## src/rtl/instr_fetch_queue.sv

```systemverilog
// instr_fetch_queue: instruction-fetch front end for the 5-stage MIPS pipeline.
// Issues sequential word fetches to instruction memory, buffers in-order
// responses in a small prefetch FIFO and presents {pc, instr} to decode.
// Taken-branch redirects flush the FIFO and discard wrong-path responses.
// Optional build macro FETCH_PERF_CNT_EN adds saturating performance counters.
module instr_fetch_queue #(
    parameter int          DEPTH    = 4,
    parameter logic [31:0] RESET_PC = 32'h0000_0000
) (
    input  logic        clk,
    input  logic        rst_n,
    output logic        imem_req_valid,
    input  logic        imem_req_ready,
    output logic [31:0] imem_req_addr,
    input  logic        imem_rsp_valid,
    input  logic [31:0] imem_rsp_data,
    input  logic        redirect_valid,
    input  logic [31:0] redirect_pc,
    input  logic        id_stall,
    output logic        ifid_valid,
    output logic [31:0] ifid_instr,
    output logic [31:0] ifid_pc
`ifdef FETCH_PERF_CNT_EN
    ,
    output logic [31:0] perf_fetched,
    output logic [31:0] perf_dropped,
    output logic [31:0] perf_stall_cyc
`endif
);

    localparam int AW = (DEPTH > 1) ? $clog2(DEPTH) : 1;
    localparam int CW = AW + 1;

    logic [CW-1:0] count_q, count_d;
    logic [CW-1:0] outstanding_q, outstanding_d;
    logic [CW-1:0] drop_cnt_q, drop_cnt_d;
    logic [AW-1:0] rd_ptr_q, rd_ptr_d;
    logic [AW-1:0] wr_ptr_q, wr_ptr_d;
    logic [31:0]   fetch_pc_q, fetch_pc_d;
    logic [31:0]   rsp_pc_q, rsp_pc_d;
    logic          run_q;

    logic [31:0]   pc_mem    [DEPTH];
    logic [31:0]   instr_mem [DEPTH];

    logic [CW:0]   occupancy;
    logic [31:0]   redirect_aligned;
    logic          req_fire;
    logic          rsp_accept;
    logic          rsp_drop;
    logic          rsp_push;
    logic          pop;

    // Request, response and pop qualifiers; run_q keeps the request port quiet while in reset
    always_comb begin
        occupancy        = {1'b0, count_q} + {1'b0, outstanding_q};
        redirect_aligned = redirect_pc & ~32'h3;
        imem_req_valid   = run_q && !redirect_valid && (occupancy < (CW+1)'(DEPTH));
        imem_req_addr    = fetch_pc_q;
        req_fire         = imem_req_valid && imem_req_ready;
        rsp_accept       = imem_rsp_valid && (outstanding_q != '0);
        rsp_drop         = rsp_accept && (drop_cnt_q != '0);
        rsp_push         = rsp_accept && !rsp_drop && !redirect_valid;
        ifid_valid       = (count_q != '0);
        pop              = ifid_valid && !id_stall && !redirect_valid;
        ifid_instr       = ifid_valid ? instr_mem[rd_ptr_q] : 32'h0;
        ifid_pc          = ifid_valid ? pc_mem[rd_ptr_q] : 32'h0;
    end

    // Next-state: redirect flushes and re-arms both PCs, otherwise normal issue/response/pop
    always_comb begin
        fetch_pc_d    = fetch_pc_q;
        rsp_pc_d      = rsp_pc_q;
        count_d       = count_q;
        rd_ptr_d      = rd_ptr_q;
        wr_ptr_d      = wr_ptr_q;
        drop_cnt_d    = drop_cnt_q;
        outstanding_d = outstanding_q + CW'(req_fire) - CW'(rsp_accept);
        if (redirect_valid) begin
            fetch_pc_d = redirect_aligned;
            rsp_pc_d   = redirect_aligned;
            count_d    = '0;
            rd_ptr_d   = '0;
            wr_ptr_d   = '0;
            drop_cnt_d = outstanding_d;
        end else begin
            if (req_fire) begin
                fetch_pc_d = fetch_pc_q + 32'd4;
            end
            if (rsp_drop) begin
                drop_cnt_d = drop_cnt_q - CW'(1);
            end
            if (rsp_push) begin
                rsp_pc_d = rsp_pc_q + 32'd4;
                wr_ptr_d = wr_ptr_q + AW'(1);
            end
            if (pop) begin
                rd_ptr_d = rd_ptr_q + AW'(1);
            end
            count_d = count_q + CW'(rsp_push) - CW'(pop);
        end
    end

    // Control state registers
    always_ff @(posedge clk or negedge rst_n) begin
        if (!rst_n) begin
            fetch_pc_q    <= RESET_PC;
            rsp_pc_q      <= RESET_PC;
            count_q       <= '0;
            outstanding_q <= '0;
            drop_cnt_q    <= '0;
            rd_ptr_q      <= '0;
            wr_ptr_q      <= '0;
            run_q         <= 1'b0;
        end else begin
            fetch_pc_q    <= fetch_pc_d;
            rsp_pc_q      <= rsp_pc_d;
            count_q       <= count_d;
            outstanding_q <= outstanding_d;
            drop_cnt_q    <= drop_cnt_d;
            rd_ptr_q      <= rd_ptr_d;
            wr_ptr_q      <= wr_ptr_d;
            run_q         <= 1'b1;
        end
    end

    // FIFO storage; contents are only observed through count_q, so no reset needed
    always_ff @(posedge clk) begin
        if (rsp_push) begin
            pc_mem[wr_ptr_q]    <= rsp_pc_q;
            instr_mem[wr_ptr_q] <= imem_rsp_data;
        end
    end

`ifdef FETCH_PERF_CNT_EN
    // Saturating event counters for fetches, discarded responses and decode stall cycles
    always_ff @(posedge clk or negedge rst_n) begin
        if (!rst_n) begin
            perf_fetched   <= '0;
            perf_dropped   <= '0;
            perf_stall_cyc <= '0;
        end else begin
            if (req_fire && (perf_fetched != 32'hFFFF_FFFF)) begin
                perf_fetched <= perf_fetched + 32'd1;
            end
            if (rsp_accept && !rsp_push && (perf_dropped != 32'hFFFF_FFFF)) begin
                perf_dropped <= perf_dropped + 32'd1;
            end
            if (ifid_valid && id_stall && (perf_stall_cyc != 32'hFFFF_FFFF)) begin
                perf_stall_cyc <= perf_stall_cyc + 32'd1;
            end
        end
    end
`endif

endmodule

```

## config.mk

```make
export PLATFORM = sky130hd
export DESIGN_NAME = instr_fetch_queue
export DESIGN_NICKNAME = d
export VERILOG_FILES = /design/src/rtl/instr_fetch_queue.sv
export SDC_FILE = /design/constraint.sdc
export NUM_CORES = 1
export LEC_CHECK = 0
export BUFFER_PORTS_ARGS = -buffer_cell sky130_fd_sc_hd__buf_2
export CAP_MARGIN = 25
export CORE_ASPECT_RATIO = 1.25
export CORE_MARGIN = 4
export CORE_UTILIZATION = 45
export DETAILED_ROUTE_END_ITERATION = 16
export GPL_ROUTABILITY_DRIVEN = 0
export PLACE_DENSITY = 0.71
export REMOVE_ABC_BUFFERS = 1
export SYNTH_ARGS = -nofsm -noshare
export SYNTH_HDL_FRONTEND = slang
export SYNTH_SLANG_ARGS = --single-unit
```

## constraint.sdc

```tcl
create_clock -name clk -period 8.4 [get_ports clk]
set_input_delay 0.42 -clock clk [delete_from_list [all_inputs] [get_ports clk]]
set_output_delay 0.42 -clock clk [all_outputs]
set_load 0.02 [all_outputs]
```

==> results.yml, run 1 <==
global_route:
  grt_pass1_vias: 8091
  grt_overflow: 0
  grt_usage: 0.169
  antenna_found_initial: 0
  grt_max_degree: 75
  grt_pass1_wl_um: 44000
final_layout:
  diodes: 0
  stdcell_count: 1445
  finalNetCount: 1104
  finalInstanceArea_mm2: 0.0161
  drive_gt1_frac: 0.308
  fillCellCount: 2512
  areaGrowthSynthToFinish_pct: 17.3
  regArea_mm2: 0.00930
  multiInputGateArea_mm2: 0.00417
sta:
  skew_ns: 0.0185
  drv_slew: 0
  setup_violations: 0
  rsz0062_at_grt: "false"
  post-route-period-util: 0.440
  setup_slack_ns: 4.70
  tightest_slew_ns: 1.00
  hold_viol: 0
  tns_ns: 0
  period_needed_ns: 3.70
  fmax_mhz: 271
  max-slew-margin-rel: 0.330
cts:
  clk_latency_ns: 0.50
  cts-root-buf: "clkbuf_16"
  cts_tree: "done"
  cts_num_sinks: 322
  cts_buffers: 34
  htreeDepth: 2
  clk_pin_slew_ns: 0.06
  post_cts_buffers: 0
  cts_max_path_buffers: 3
  cts_hold_buf: 0
  post_cts_resized: 0
placed_design:
  io_buffers: 161
  dp.cells: 1380
  postPlaceCellArea_mm2: 0.0149
  post-place-ws_ns: 4.72
  hpwl_um: 17000
logic_synthesis:
  synth.distinct_cells: 52
  ys.flop_type: "edfxtp_1"
  synth_top_area_cell: "edfxtp_1"
  yosys-top-cells-area: "edfxtp_1, dfrtp_1, mux4_2, nor2b_1, nand2_1"
  netlist_area_mm2: 0.0137
  ys_seq_elements: 322
  yosys_warnings: 0
  synthArstFlopShare: 0.230
  post_synth.cell_area_avg_um2: 16.0
  synth_edf_count: 248
  netlist.area_leader.share: 0.544
  syn_inst: 854
  yosysSeqAreaShare: 0.679
floorplanning:
  die_h_um: 203
  die_x_um: 164
  die_area_mm2: 0.0333
  core-area_mm2: 0.0300
  io_pins: 168
  initial_core_util: 0.456
  placementRows: 71
power:
  power.leakage_nw: 5.76
  powerDensity_mw_per_mm2: 292
  combinationalPowerShare: 0.273
  peakVddDrop_uv: 176
  pwr-share-seq: 0.415
  p_switching_w: 0.00148
  clkPwrFrac: 0.312
  p_sw_frac: 0.316
  power_w: 0.00469
  p_int_w: 0.00321
route:
  vias: 7782
  viasPerCell: 5.39
  wl_per_cell_um: 19.4
  dr.pass1.iters: 5
  drc: 0
  drt_iter0_drc: 466
  final_antenna_net_count: 0
  wirelength_um: 28100
worst_setup_path:
  cp_data_required_time_ns: 8.82
  path_class: "flip-flop to flip-flop"
  cp.arrival_ns: 4.12
  crit_path_end_kind: "flip-flop"
  critPathMaxFanout: 27
  cp-start-kind: "flip-flop"
hold_path:
  hold_class: "primary input to flip-flop"
outcome:
  status: "finished, final reports clean"
flow_run:
  drv_cap: 0
[routing by layer]
layer | track usage | vias to the layer above | routed length, um | share of wire
met3 | 0.0262 | 44 | 1220 | 0.044
met1 | 0.224 | 3933 | 12000 | 0.43
met5 | 0 | - | 0 | 0
li1 | - | 3598 | - | -
met4 | 0.0545 | 0 | 582 | 0.021
met2 | 0.286 | 207 | 14200 | 0.51
[cells in the mapped netlist (6+ instances only)]
cell type,count
inv_1,14
xor2_1,21
mux2_2,18
and4_1,8
clkbuf_1,28
buf_2,10
dfrtp_1,74
ha_1,14
mux4_2,62
edfxtp_1,248
nand2_1,56
o211ai_1,8
nand3_1,26
nor2_1,26
and3_1,16
nand4_1,28
buf_4,6
nor3_1,6
o311ai_0,8
a31oi_1,6
o21ai_0,34
nor2b_1,65
xnor2_1,24
[registers in the layout, summed over array words and instances, names as in the netlist]
register,cells
count_q,3
drop_cnt_q,3
imem_req_addr,30
instr_mem,128
outstanding_q,3
pc_mem,120
rd_ptr_q,2
rsp_pc_q,30
run_q,1
wr_ptr_q,2
[cell type report]
| class | count | area share |
|---|---|---|
| multi-input cells | 473 | 0.259 |
| clock inverters | 20 | 0.0100 |
| well taps | 401 | 0.0312 |
| clock buffers | 42 | 0.0588 |
| repair buffers | 171 | 0.0575 |
| flip-flops and latches | 322 | 0.579 |
| inverters | 16 | 0.00374 |
[critical path, stage by stage (launching register included)]
cell and delay, ns:
dfrtp_1 0.42, ha_1 0.31, nor3b_1 0.23, and4_1 0.76, inv_2 0.40, ha_1 0.40
inv_1 0.04, ha_1 0.18, fa_1 0.38, xnor2_1 0.15, xnor2_1 0.20, nand2_1 0.07
o21ai_0 0.08
[path summary, 6_finish.rpt]
check	depth (start not counted)	slack [ns]	endpoint	from
max	12	4.70	drop_cnt_q[2]$_DFFE_PN0P_	count_q[2]$_DFF_PN0_
min in group asynchronous	3	0.34	run_q$_DFF_PN0_	rst_n
max in group asynchronous	4	7.50	rsp_pc_q[19]$_DFFE_PN0N_	rst_n
max reg2reg	12	4.70	drop_cnt_q[2]$_DFFE_PN0P_	count_q[2]$_DFF_PN0_
min reg2reg	0	0.55	pc_mem[3][31]$_DFFE_PP_	rsp_pc_q[31]$_DFFE_PN0N_
min	1	0.14	instr_mem[0][28]$_DFFE_PP_	imem_rsp_data[28]
[power by group through the flow]
stage                     logic [W]  clock network (W)  registers [W]
after floorplan            0.000839                  0        0.00201
after global placement      0.00129                  0        0.00197
after detailed placement    0.00130                  0        0.00198
after CTS                   0.00131            0.00150        0.00195
after global routing        0.00141            0.00157        0.00197
final                       0.00128            0.00146        0.00195
[logic make-up (layout without fill, tap and decap cells)]
logic type / after synthesis / after routing / share of synthesized area
compound gates: 68 / 68 / 0.0307
other cells: 2 / 5 / 0.000549
xor+xnor: 45 / 45 / 0.0288
flops: 322 / 322 / 0.679
mux: 80 / 80 / 0.117
simple gates: 259 / 259 / 0.109
fa+ha+maj: 16 / 16 / 0.0157
buf+inv: 62 / 249 / 0.0196
[cells in the final DEF, fill, tap and decap left out, drive strengths merged, types with 4 or more instances in the layout]
| master | Yosys | layout |
|---|---|---|
| nand4 | 30 | 30 |
| a31oi | 6 | 6 |
| nor2b | 65 | 65 |
| o211ai | 8 | 8 |
| and4 | 8 | 8 |
| nand3 | 27 | 27 |
| edfxtp | 248 | 248 |
| and3 | 17 | 17 |
| clkinvlp | 0 | 4 |
| xnor2 | 24 | 24 |
| nor3 | 7 | 7 |
| nand2 | 56 | 56 |
| nor2 | 26 | 26 |
| o21ai | 34 | 34 |
| clkinv | 1 | 14 |
| and2 | 6 | 6 |
| nor4 | 8 | 8 |
| xor2 | 21 | 21 |
| buf | 18 | 170 |
| conb | 2 | 5 |
| clkbuf | 28 | 42 |
| o311ai | 8 | 8 |
| inv | 15 | 16 |
| a21oi | 5 | 5 |
| dfrtp | 74 | 74 |
| ha | 14 | 14 |
| mux4 | 62 | 62 |
| a21boi | 4 | 4 |
| mux2 | 18 | 18 |
[through the flow]
stage	hold WS, ns	utilization
2_1_floorplan	0.124	-
3_3_place_gp	0.515	0.496
3_5_place_dp	0.529	0.496
4_1_cts	0.105	0.533
5_1_grt	0.115	0.535
6_report	0.136	0.535
(Power assumes the default switching activity.)
==> inputs of run 2 (changes only) <==
==> constraint.sdc (replaced) <==
create_clock -name clk -period 3.43 [get_ports clk]
set_input_delay 0.1715 -clock clk [delete_from_list [all_inputs] [get_ports clk]]
set_output_delay 0.1715 -clock clk [all_outputs]
set_load 0.02 [all_outputs]
==> run 2 against run 1 <==
  * Critical path depth is 8 lower
  * Global-route usage is 0.22 points higher
  * Worst hold slack worse by 0.084 ns
  * Sequential power is 150% higher
  * Power is 140% higher
  * Clock skew is 0.0039 ns lower
  * Clock-buffer cell count stayed put
  * Cell count is 5.2% higher
  * Die area stayed put
  * Largest cell class unchanged
  * Highest routed layer unchanged
==> results.yml, run 2 (synthesis results as in run 1) <==
floorplanning:
  die_x_um: 164
  io_pins: 168
  initial_core_util: 0.456
  die_h_um: 203
  die_area_mm2: 0.0333
  core-area_mm2: 0.0300
  placementRows: 71
sta:
  period_needed_ns: 2.84
  drv_slew: 0
  max-slew-margin-rel: 0.468
  setup_violations: 0
  skew_ns: 0.0147
  holdWs_ns: 0.0524
  hold_viol: 0
  post-route-period-util: 0.827
  setup_slack_ns: 0.595
  fmax_mhz: 353
  tightest_slew_ns: 0.791
  rsz0062_at_grt: "false"
worst_setup_path:
  critPathMaxFanout: 27
  cp.arrival_ns: 2.66
  path_cells: "buf_4 -> mux4_2 -> nor2b_1 -> buf_2"
  path_class: "flip-flop to primary output"
  r2r_setup_slack_ns: 0.71
  crit_path_end_kind: "primary output"
  reg2reg_depth: 12
  slowest_stage: "dfrtp_4"
  critPathTopFamily: "flip-flops"
  critPathBufInv: 2
  startpoint: "rd_ptr_q[0]$_DFFE_PN0P_"
  reg2reg_from: "count_q[2]$_DFF_PN0_"
  crit_path_max_incr_delay_ns: 0.79
  r2r_end: "drop_cnt_q[2]$_DFFE_PN0P_"
  cp-start-kind: "flip-flop"
  cp_data_required_time_ns: 3.26
cts:
  cts_max_path_buffers: 3
  cts_buffers: 31
  cts-root-buf: "clkbuf_16"
  clk_latency_ns: 0.56
  cts_num_sinks: 322
  cts_tree: "done"
  clk_pin_slew_ns: 0.06
  htreeDepth: 1
route:
  drt_iter0_drc: 576
  vias: 8043
  wl_per_cell_um: 18.7
  final_antenna_net_count: 0
  drc: 0
  viasPerCell: 5.29
  wirelength_um: 28400
  dr.pass1.iters: 5
final_layout:
  drive_gt1_frac: 0.298
  final_cell_mix: "edfxtp_1, buf_2, dfrtp_1"
  finalNetCount: 1180
  largest_reg_flops: 128
  reg_top3: "instr_mem: 128 flops, pc_mem: 120 flops"
  mostFrequentLayoutCell: "edfxtp_1"
  stdcell_count: 1520
  areaGrowthSynthToFinish_pct: 22.7
  fin_util: 0.559
  diodes: 0
  fillCellCount: 2431
  largest_register: "instr_mem"
placed_design:
  dp.cells: 1397
  post-place-ws_ns: 0.731
  hpwl_um: 18000
  io_buffers: 161
power:
  clkPwrFrac: 0.303
  combinationalPowerShare: 0.278
  p_switching_w: 0.00355
  p_int_w: 0.00787
  power.leakage_nw: 6.09
  p_sw_frac: 0.311
  peakVddDrop_uv: 451
  pwr-share-seq: 0.419
  powerDensity_mw_per_mm2: 680
hold_path:
  worstHoldEndpoint: "rsp_pc_q[14]$_DFFE_PN0N_"
  hp-start: "redirect_pc[14]"
  holdPathStages: 3
  hold_class: "primary input to flip-flop"
global_route:
  grt_overflow: 0
  met3_usage: 0.0219
  antenna_found_initial: 0
  grt_pass1_vias: 8294
  met1_usage: 0.226
  grt_max_degree: 65
  top_usage_layer: "met2"
  grt_pass1_wl_um: 44900
  grtUsageMet2: 0.300
  grt_usage: 0.171
flow_run:
  drv_cap: 0
outcome:
  status: "finished, final reports clean"
-- run 2: cell count changes in the layout (fill, tap and decap cells not counted), moves of 2 or more --
cell	before	now
buf_12	0	7
buf_16	2	0
buf_4	7	18
bufinv_16	2	5
clkbuf_1	5	9
clkbuf_16	37	31
clkbuf_8	0	2
clkinv_1	8	5
clkinvlp_4	4	0
dlygate4sd3_1	1	64
-- run 2: area by class of cell --
class	count	area, um^2	share of cell area
clock inverter	16	204	0.0121
timing repair buffer	250	1720	0.103
inverter	16	60.1	0.00358
multi-input combinational	473	4170	0.248
sequential	322	9300	0.554
tap	401	502	0.0299
clock buffer	42	837	0.0498
-- run 2: how the worst max path moves through the flow --
stage	endpoint	slack [ns]	cells after the start
after floorplan	count_q[2]$_DFF_PN0_	-1.65	9
after global placement	drop_cnt_q[2]$_DFFE_PN0P_	0.79	12
after detailed placement	drop_cnt_q[2]$_DFFE_PN0P_	0.73	12
after CTS	ifid_instr[9]	0.47	4
after global routing	ifid_instr[30]	0.38	4
final	ifid_instr[30]	0.59	4
-- run 2: power by group through the flow --
stage | registers, W | clock network (W) | logic (W)
after global routing | 0.00484 | 0.00373 | 0.00348
after global placement | 0.00486 | 0 | 0.00318
after floorplan | 0.00490 | 0 | 0.00165
after CTS | 0.00480 | 0.00356 | 0.00327
final | 0.00479 | 0.00346 | 0.00318
after detailed placement | 0.00488 | 0 | 0.00321
-- run 2: worst reg2reg max path, stage by stage, from the launching register on --
cell and delay, ns:
dfrtp_1 0.41, ha_1 0.30, nor3b_1 0.24, and4_1 0.27
inv_2 0.05, ha_1 0.26, inv_1 0.04, ha_1 0.18
fa_1 0.38, xnor2_1 0.14, xnor2_1 0.20, nand2_1 0.07
o21ai_0 0.11
-- run 2: repair_timing --
action	4_1_cts	5_1_grt
resized for setup	0	0
endpoints found under the hold margin	231	5
hold buffers	63	1
buffers inserted	0	0
-- run 2: per-layer routing --
| layer | part of all wire | vias up |
|---|---|---|
| met1 | 0.42 | 4062 |
| met2 | 0.52 | 198 |
| met5 | 0 | - |
| met4 | 0.022 | 0 |
| li1 | - | 3747 |
| met3 | 0.043 | 36 |
-- run 2: through the flow --
stage / cell area (um^2) / setup TNS [ns] / total power (W)
floorplan: 13500 / -70.82 / 0.00655
global placement: 15100 / 0 / 0.00804
detailed placement: 15100 / 0 / 0.00809
finish: 16800 / 0 / 0.0114
CTS: 16800 / 0 / 0.0116
global route: 16800 / 0 / 0.0121
==> inputs of run 3 (changes only) <==
--- a/config.mk
+++ b/config.mk
@@ -12,7 +12,7 @@
 export CORE_UTILIZATION = 45
 export DETAILED_ROUTE_END_ITERATION = 16
 export GPL_ROUTABILITY_DRIVEN = 0
-export PLACE_DENSITY = 0.71
+export PLACE_DENSITY = 0.74
 export REMOVE_ABC_BUFFERS = 1
 export SYNTH_ARGS = -nofsm -noshare
 export SYNTH_HDL_FRONTEND = slang
==> constraint.sdc (replaced) <==
create_clock -name clk -period 2.4 [get_ports clk]
set_input_delay 0.12 -clock clk [delete_from_list [all_inputs] [get_ports clk]]
set_output_delay 0.12 -clock clk [all_outputs]
set_load 0.02 [all_outputs]
==> run 3 against run 2 <==
  * The flow now finishes with violations (negative setup slack)
  * First-iteration DRC count fell by 15%
  * Power rose by 49%
  * Core utilization rose by 1.3 points
==> results.yml, run 3 (synthesis results as in run 1) <==
outcome:
  status: "finished, violations left"
  violations: "negative setup slack"
final_layout:
  fillCellCount: 2394
  reg_top3: "instr_mem: 128 flops, pc_mem: 120 flops"
  largest_register: "instr_mem"
  diodes: 0
  finalNetCount: 1204
  final_cell_mix: "edfxtp_1, buf_2, dfrtp_1"
  regArea_mm2: 0.00931
  multiInputGateArea_mm2: 0.00427
  largest_reg_flops: 128
  drive_gt1_frac: 0.332
  mostFrequentLayoutCell: "edfxtp_1"
  areaGrowthSynthToFinish_pct: 25.4
global_route:
  grt_overflow: 0
  grt_usage: 0.180
  grt_max_degree: 65
  grt_pass1_wl_um: 47000
  antenna_found_initial: 0
  grt_pass1_vias: 8652
sta:
  max-slew-margin-rel: 0.361
  skew_ns: 0.0203
  setup_slack_ns: -0.157
  drv_slew: 0
  fmax_mhz: 391
  setup_violations: 4
  period_needed_ns: 2.56
  post-route-period-util: 1.07
  tightest_slew_ns: 0.955
  hold_viol: 0
  rsz0062_at_grt: "true"
worst_setup_path:
  path_class: "flip-flop to flip-flop"
  slowest_stage: "dfrtp_1"
  critPathTopFamily: "adder cells"
  cp.arrival_ns: 2.93
  crit_path_max_incr_delay_ns: 0.38
  startpoint: "count_q[2]$_DFF_PN0_"
  path_cells: "ha_1 -> nor3b_2 -> and4_4 -> inv_2 -> ha_4 -> inv_2 -> ha_4 -> fa_2 -> xnor2_2 -> xnor2_2 -> nand2_1 -> o21ai_1"
  cp-start-kind: "flip-flop"
  reg2reg_from: "count_q[2]$_DFF_PN0_"
  cp_data_required_time_ns: 2.78
  critPathBufInv: 2
  crit_path_end_kind: "flip-flop"
  critPathMaxFanout: 2
floorplanning:
  die_x_um: 164
  placementRows: 71
  initial_core_util: 0.456
  core-area_mm2: 0.0300
  die_h_um: 203
  die_area_mm2: 0.0333
  io_pins: 168
route:
  wirelength_um: 29700
  met1_length_um: 12100
  routed-wl-met2_um: 15600
  drc: 0
  route.met3.wl_um: 1430
  drt_iter0_drc: 488
  wl_per_cell_um: 19.2
  vias: 8227
  final_antenna_net_count: 0
  dr.pass1.iters: 5
  viasPerCell: 5.33
  top_layer: "met4"
hold_path:
  hp-start: "redirect_pc[14]"
  hold_class: "primary input to flip-flop"
cts:
  cts_max_path_buffers: 3
  cts_tree: "done"
  clk_pin_slew_ns: 0.07
  cts_num_sinks: 322
  clk_latency_ns: 0.51
  htreeDepth: 2
  cts_buffers: 34
  cts-root-buf: "clkbuf_16"
power:
  power_w: 0.0170
  peakVddDrop_uv: 698
  powerDensity_mw_per_mm2: 991
  power.leakage_nw: 6.29
placed_design:
  hpwl_um: 18800
  post-place-ws_ns: -0.258
  io_buffers: 161
flow_run:
  drv_cap: 0
## run 3: cell types whose count changed in the layout (fill, tap and decap cells not counted), moves of 4 or more
| cell | change |
|---|---|
| and3_2 | +4 |
| buf_12 | +5 |
| clkbuf_16 | +4 |
| clkinvlp_4 | +4 |
| buf_4 | +16 |
| and3_4 | -4 |
| clkbuf_1 | -6 |
## run 3: worst paths after layout
kind / to / slack [ns] / cells after the start
worst max-delay path: drop_cnt_q[2]$_DFFE_PN0P_ / -0.16 / 12
max in group asynchronous: rsp_pc_q[30]$_DFFE_PN0N_ / 1.37 / 3
worst min-delay path: imem_req_addr[14]$_DFFE_PN0N_ / 0.03 / 3
worst min register to register: pc_mem[3][31]$_DFFE_PP_ / 0.55 / 0
worst max register to register: drop_cnt_q[2]$_DFFE_PN0P_ / -0.16 / 12
min in group asynchronous: run_q$_DFF_PN0_ / 0.26 / 2
## run 3: timing repair
item                       4_1_cts  5_1_grt
hold buffers                    64        0
setup endpoints to repair       59       37
gates cloned                     0        0
buffers inserted                 6        5
pin swaps                       11        9
resized for setup               17       10
hold endpoints to repair       221        0
## run 3: area by class of cell
type	count	area share
timing repair buffer	271	0.113
sequential	322	0.542
multi-input combinational	473	0.249
clock inverter	22	0.0110
clock buffer	39	0.0525
inverter	16	0.00350
tap	401	0.0292
## run 3: worst reg2reg max path, delay by kind of cell (launching register included)
family / cells / cell delay, ns
compound gates: 1 / 0.06
xor+xnor: 2 / 0.29
fa+ha+maj: 4 / 1.04
buf+inv: 2 / 0.10
flops: 1 / 0.38
simple gates: 3 / 0.55
## run 3: power breakdown
group	leakage, nW	switching [W]	internal [W]
Sequential	3.13	0.000371	0.00639
Combinational	2.64	0.00293	0.00225
Clock	0.526	0.00213	0.00294
Total	6.29	0.00543	0.0116
## run 3: metrics by stage
step | utilization | cells | cell area (um^2) | hold slack [ns] | setup TNS (ns)
after floorplan | - | 811 | 13500 | -0.176 | -313.11
after global placement | 0.508 | 1411 | 15300 | 0.273 | -0.226
after detailed placement | 0.508 | 1411 | 15300 | 0.270 | -0.418
after CTS | 0.570 | 1542 | 17100 | 0.0153 | -0.285
after global routing | 0.572 | 1544 | 17200 | 0.0795 | -2.21
final | 0.572 | 1544 | 17200 | 0.0323 | -0.313
## run 3: layer usage
metal,track usage,vias to the layer above
li1,-,3796
met1,0.231,4159
met2,0.318,232
met3,0.0276,40
met4,0.0488,0
met5,0,-
